File: config.mk
export PLATFORM = sky130hd
export DESIGN_NAME = wb_stage
export DESIGN_NICKNAME = d
export VERILOG_FILES = /design/src/rtl/wb_stage.sv
export SDC_FILE = /design/constraint.sdc
export NUM_CORES = 1
export LEC_CHECK = 0
export ABC_AREA = 1
export CAP_MARGIN = 20
export CORE_MARGIN = 1.5
export CORE_UTILIZATION = 25
export CTS_CLUSTER_DIAMETER = 120
export DETAILED_ROUTE_END_ITERATION = 8
export SYNTH_ARGS = -nofsm -noshare
export SYNTH_HDL_FRONTEND = slang
export SYNTH_SLANG_ARGS = --single-unit
File: constraint.sdc
create_clock -name clk -period 5.7 [get_ports clk]
set_input_delay 0.855 -clock clk [delete_from_list [all_inputs] [get_ports clk]]
set_output_delay 0.855 -clock clk [all_outputs]
set_load 0.005 [all_outputs]
File: src/rtl/wb_stage.sv
// Writeback stage of the RV32I cached pipeline.
// Holds the MEM/WB register and waits for data-cache load responses.
// Aligns and sign/zero-extends load data, then drives the register-file
// write port. Also keeps retire and load-stall counters and a sticky
// error flag for protocol or decode faults.
module wb_stage #(
  parameter int CNT_W = 32
) (
  input  logic             clk,
  input  logic             rst,
  input  logic             mem_valid,
  output logic             mem_ready,
  input  logic             mem_wb_en,
  input  logic [4:0]       mem_rd_index,
  input  logic [1:0]       mem_wb_sel,
  input  logic [31:0]      mem_alu_result,
  input  logic [31:0]      mem_pc_plus4,
  input  logic [2:0]       mem_funct3,
  input  logic             dc_resp_valid,
  input  logic [31:0]      dc_resp_data,
  output logic             wb_en,
  output logic [4:0]       rd_index,
  output logic [31:0]      wb_data,
  output logic             retire_pulse,
  output logic [CNT_W-1:0] retire_count,
  output logic [CNT_W-1:0] stall_count,
  output logic             err
);

  typedef enum logic [0:0] {
    IDLE      = 1'b0,
    WAIT_LOAD = 1'b1
  } state_t;

  localparam logic [1:0] SEL_ALU  = 2'b00;
  localparam logic [1:0] SEL_LOAD = 2'b01;
  localparam logic [1:0] SEL_LINK = 2'b10;

  state_t           state_q;
  logic             ld_wb_en_q;
  logic [4:0]       ld_rd_q;
  logic [2:0]       ld_funct3_q;
  logic [1:0]       ld_addr_q;

  logic             wb_en_q;
  logic [4:0]       rd_index_q;
  logic [31:0]      wb_data_q;
  logic             retire_pulse_q;
  logic [CNT_W-1:0] retire_count_q;
  logic [CNT_W-1:0] stall_count_q;
  logic             err_q;

  logic             accept_s;

  // Select the addressed byte lane and apply the load size/sign rule.
  // The undefined encodings fall back to the raw word.
  function automatic logic [31:0] load_extract(input logic [31:0] word,
                                               input logic [1:0]  addr,
                                               input logic [2:0]  f3);
    logic [7:0]  b;
    logic [15:0] h;
    logic [31:0] res;
    case (addr)
      2'd0:    b = word[7:0];
      2'd1:    b = word[15:8];
      2'd2:    b = word[23:16];
      2'd3:    b = word[31:24];
      default: b = word[7:0];
    endcase
    h = addr[1] ? word[31:16] : word[15:0];
    case (f3)
      3'b000:  res = {{24{b[7]}}, b};
      3'b100:  res = {24'h000000, b};
      3'b001:  res = {{16{h[15]}}, h};
      3'b101:  res = {16'h0000, h};
      3'b010:  res = word;
      default: res = word;
    endcase
    return res;
  endfunction

  // A load funct3 outside the five legal encodings is a decode error.
  function automatic logic load_f3_bad(input logic [2:0] f3);
    logic bad;
    case (f3)
      3'b000, 3'b001, 3'b010, 3'b100, 3'b101: bad = 1'b0;
      default:                                bad = 1'b1;
    endcase
    return bad;
  endfunction

  assign mem_ready = (state_q == IDLE);
  assign accept_s  = mem_valid & mem_ready;

  // FSM, MEM/WB register, load capture, counters and error flag.
  always_ff @(posedge clk or posedge rst) begin
    if (rst) begin
      state_q        <= IDLE;
      ld_wb_en_q     <= 1'b0;
      ld_rd_q        <= 5'd0;
      ld_funct3_q    <= 3'd0;
      ld_addr_q      <= 2'd0;
      wb_en_q        <= 1'b0;
      rd_index_q     <= 5'd0;
      wb_data_q      <= 32'h0000_0000;
      retire_pulse_q <= 1'b0;
      retire_count_q <= '0;
      stall_count_q  <= '0;
      err_q          <= 1'b0;
    end else begin
      // Write and retire are single-cycle pulses unless set below.
      wb_en_q        <= 1'b0;
      retire_pulse_q <= 1'b0;
      case (state_q)
        IDLE: begin
          if (dc_resp_valid) begin
            err_q <= 1'b1;
          end
          if (accept_s) begin
            if (mem_wb_sel == SEL_LOAD) begin
              ld_wb_en_q  <= mem_wb_en;
              ld_rd_q     <= mem_rd_index;
              ld_funct3_q <= mem_funct3;
              ld_addr_q   <= mem_alu_result[1:0];
              state_q     <= WAIT_LOAD;
            end else begin
              wb_en_q        <= mem_wb_en & (mem_rd_index != 5'd0);
              rd_index_q     <= mem_rd_index;
              wb_data_q      <= (mem_wb_sel == SEL_LINK) ? mem_pc_plus4
                                                         : mem_alu_result;
              retire_pulse_q <= 1'b1;
              retire_count_q <= retire_count_q + CNT_W'(1);
            end
          end
        end
        WAIT_LOAD: begin
          stall_count_q <= stall_count_q + CNT_W'(1);
          if (dc_resp_valid) begin
            wb_en_q        <= ld_wb_en_q & (ld_rd_q != 5'd0);
            rd_index_q     <= ld_rd_q;
            wb_data_q      <= load_extract(dc_resp_data, ld_addr_q, ld_funct3_q);
            retire_pulse_q <= 1'b1;
            retire_count_q <= retire_count_q + CNT_W'(1);
            state_q        <= IDLE;
            if (load_f3_bad(ld_funct3_q)) begin
              err_q <= 1'b1;
            end
          end
        end
        default: begin
          state_q <= IDLE;
        end
      endcase
    end
  end

  assign wb_en        = wb_en_q;
  assign rd_index     = rd_index_q;
  assign wb_data      = wb_data_q;
  assign retire_pulse = retire_pulse_q;
  assign retire_count = retire_count_q;
  assign stall_count  = stall_count_q;
  assign err          = err_q;

endmodule
==> metrics.md <==
| Metric | Value |
|---|---|
| Status | complete, no violations |
| Total number of vias | 6987 |
| Drt pass-1 iters | 5 |
| Area Overhead vs Synth | 44.13% |
| Reg power frac | 38.7% |
| Number of antenna violations at the first check in global routing | 0 |
| Clock skew | 0.009629 ns |
| CP peak stage delay | 0.62 ns |
| Final slew viol count | 0 |
| Final instance area | 0.009913 sq mm |
| Share of Yosys cell area claimed by the top area cell type | 42.20% |
| Die height | 168.9 um |
| Via density per instance | 4.540 |
| # diodes | 0 |
| Slew margin rel. | 37.14% |
| Worst Hold Depth | 1 |
| Worst path arrival time | 1.82 ns |
| Ys Warns | 0 |
| Clock root buffer master | clkbuf_16 |
| Combinational Power Share | 25.1% |
| FF+latch count, synth | 116 |
| Dominant cells by area after synthesis | dfrtp_1, nand2_1, nor2_1, inv_1, o21ai_0 |
| Synth Instances | 982 |
| Total net switching power | 0.8386 mW |
| Dominant synthesized flop cell | dfrtp_1 |
| Setup TNS | 0 ns |
| Net Count, Synth | 1095 |
| Worst min path class | flip-flop to flip-flop |
| Final HPWL DP | 18530 um |
| Most common cell in the synthesized netlist | nand2_1 |
| Avg Cell Area, Syn | 7.004 sq um |
| DRT Wirelength | 24670 um |
| Gpl congestion | 0.8777 |
| Clk slew on worst S/H paths | 0.05 ns |
| Required @ worst endpoint | 4.85 ns |
| Layout cells sized above 1 | 5.259% |
| Crit path kind | flip-flop to output port |
| Min Hold Slack | 0.4536 ns |
| Die W | 168.9 um |
| Switch share | 30.26% |
| Leakage | 4.383 nW |
| Async set-reset flop share out of synthesis | 100.0% |
| Post-CTS Setup Bufs | 0 |
| Seq/Total Area, Yosys | 42.20% |
| Cell taking the most area after synthesis | dfrtp_1 |
| Site row count | 60 |
| Core region area | 0.02695 sq mm |
| Internal power | 1.933 mW |
| Tcrit/Tclk final | 46.92% |
| First-pass GRT wire length | 37490 um |
| Vias in the first global route | 6648 |
| All-layer global routing usage | 17.28% |
| H-tree depth | 4 |
| Wire length per cell | 16.03 um |
| Clock latency on the worst-skew pair | 0.41 ns |
| Initial DRC count | 460 |
| Total of max-cap violations | 0 |
| Worst-margin pin slew | 0.9403 ns |
| Power density cells | 279.6 mW/mm^2 |
| CTS sink cnt | 116 |
| Final Hold Viols | 0 |
| Post-synth EDFFs | 0 |
| Die area | 0.02852 sq mm |
| Power, Total | 2.771 mW |
| CTS Hold Bufs | 0 |
| Fmax | 373.9 MHz |
| Crit path launch type | flip-flop |
| CTS Buf Count | 17 |
| Port bufs | 215 |
| CP max FO | 26 |
| CTS tree | yes |
| RSZ-0062 raised after global routing | false |
| Post-layout min period | 2.674 ns |
| Placed Area | 0.009353 sq mm |
| Critical path endpoint category | output port |
| Reg2reg path depth | 9 |
| Setup-failing EPs final | 0 |
| Nets | 1302 |
| Most frequent cells after synthesis | nand2_1, nor2_1, dfrtp_1 |
| Clock power share | 36.1% |
| Slowest-stage cell, CP | clkdlybuf4s50_1 |
| Largest net degree at the start of global routing | 57 |
| ANT nets after route | 0 |
| Post-route DRC | 0 |
| IO Count | 216 |
| CP Cell Sequence | inv_2 -> clkdlybuf4s50_1 |
| Synth cell types | 38 |
| Filler cell count | 2760 |
| Max clock buf depth | 2 |
| Area of the mapped netlist | 0.006878 sq mm |
| Initial core utilization | 25.52% |
| Worst vdd ir | 0.1883 mV |
| CTS resizes | 0 |
| Remaining global-route overflow | 0 |
[kinds of logic after synthesis]
kind of cell | share of synthesized area [%]
XOR/XNOR | 4.839
buffers and inverters | 6.494
adder cells (fa/ha/maj) | 0.3638
multiplexers | 0.4911
AND/OR/NAND/NOR | 36.35
AO/OA/AOI/OAI | 9.260
flip-flops | 42.20
[layer usage]
metal  track usage, %  vias to the layer above  routed length [um]
met3            3.741                       15                1134
met1            23.09                     3269               11590
li1                 -                     3517                   -
met5                0                        -                   0
met4            4.891                        0                 294
met2            28.10                      186               11650
[cells in the final DEF (no fill, tap or decap), types with 7 or more instances in the layout]
| cell type | Yosys | final |
|---|---|---|
| nand3b_1 | 22 | 22 |
| o21ai_0 | 53 | 53 |
| a21oi_1 | 33 | 33 |
| nand4_1 | 10 | 10 |
| clkbuf_16 | 0 | 17 |
| nor2_2 | 6 | 7 |
| inv_1 | 73 | 72 |
| clkdlybuf4s50_1 | 0 | 215 |
| dfrtp_1 | 116 | 116 |
| nand2_1 | 387 | 387 |
| nand3_1 | 25 | 25 |
| buf_4 | 2 | 7 |
| xor2_1 | 20 | 20 |
| xnor2_1 | 18 | 18 |
| a31oi_1 | 25 | 25 |
| nor2_1 | 119 | 118 |
[worst max-delay path: cells and delay by family (launching register included)]
family | cells | cell delay, ns
buf+inv | 2 | 1.04
flops | 1 | 0.38
[power groups by stage]
stage	Clock, mW	Combinational, mW	Sequential (mW)
after floorplan	0	0.326	1.05
after global placement	0	0.691	1.09
after detailed placement	0	0.700	1.09
after CTS	1.03	0.703	1.08
after global routing	1.07	0.767	1.09
final	1.00	0.697	1.07
[worst paths after layout]
path | startpoint | endpoint | slack [ns]
setup / recovery | state_q$_DFF_PP0_ | mem_ready | 3.03
hold / removal | err$_DFFE_PP0P_ | err$_DFFE_PP0P_ | 0.45
setup reg to reg | state_q$_DFF_PP0_ | wb_data[23]$_DFFE_PP0P_ | 3.19
hold reg to reg | err$_DFFE_PP0P_ | err$_DFFE_PP0P_ | 0.45
max in group asynchronous | rst | wb_data[0]$_DFFE_PP0P_ | 4.09
min in group asynchronous | rst | ld_rd_q[3]$_DFFE_PP0P_ | 0.68
[state kept, by name (all words and copies together), names as in the netlist, 2 cells and up]
signal        cells
ld_rd_q           5
stall_count      32
ld_funct3_q       3
ld_addr_q         2
retire_count     32
rd_index          5
wb_data          32
[through the flow]
| stage | util (%) | instances | worst slack (ns) |
|---|---|---|---|
| after CTS | 36.71 | 1538 | 2.574 |
| after floorplan | - | 982 | 1.773 |
| after detailed placement | 34.70 | 1510 | 2.603 |
| final | 36.78 | 1539 | 3.026 |
| after global routing | 36.78 | 1539 | 2.899 |
| after global placement | 34.70 | 1510 | 2.675 |
[final cells by class]
| class | instances | area (sq um) | area share, % |
|---|---|---|---|
| Multi-Input combinational cell | 755 | 3531 | 35.62 |
| Sequential cell | 116 | 2903 | 29.28 |
| Timing Repair Buffer | 223 | 2225 | 22.44 |
| Clock buffer | 23 | 488.0 | 4.922 |
| Tap cell | 341 | 426.7 | 4.304 |
| Inverter | 76 | 287.8 | 2.903 |
| Clock inverter | 5 | 52.55 | 0.5301 |
No activity file was read; power rests on OpenSTA's default activity.
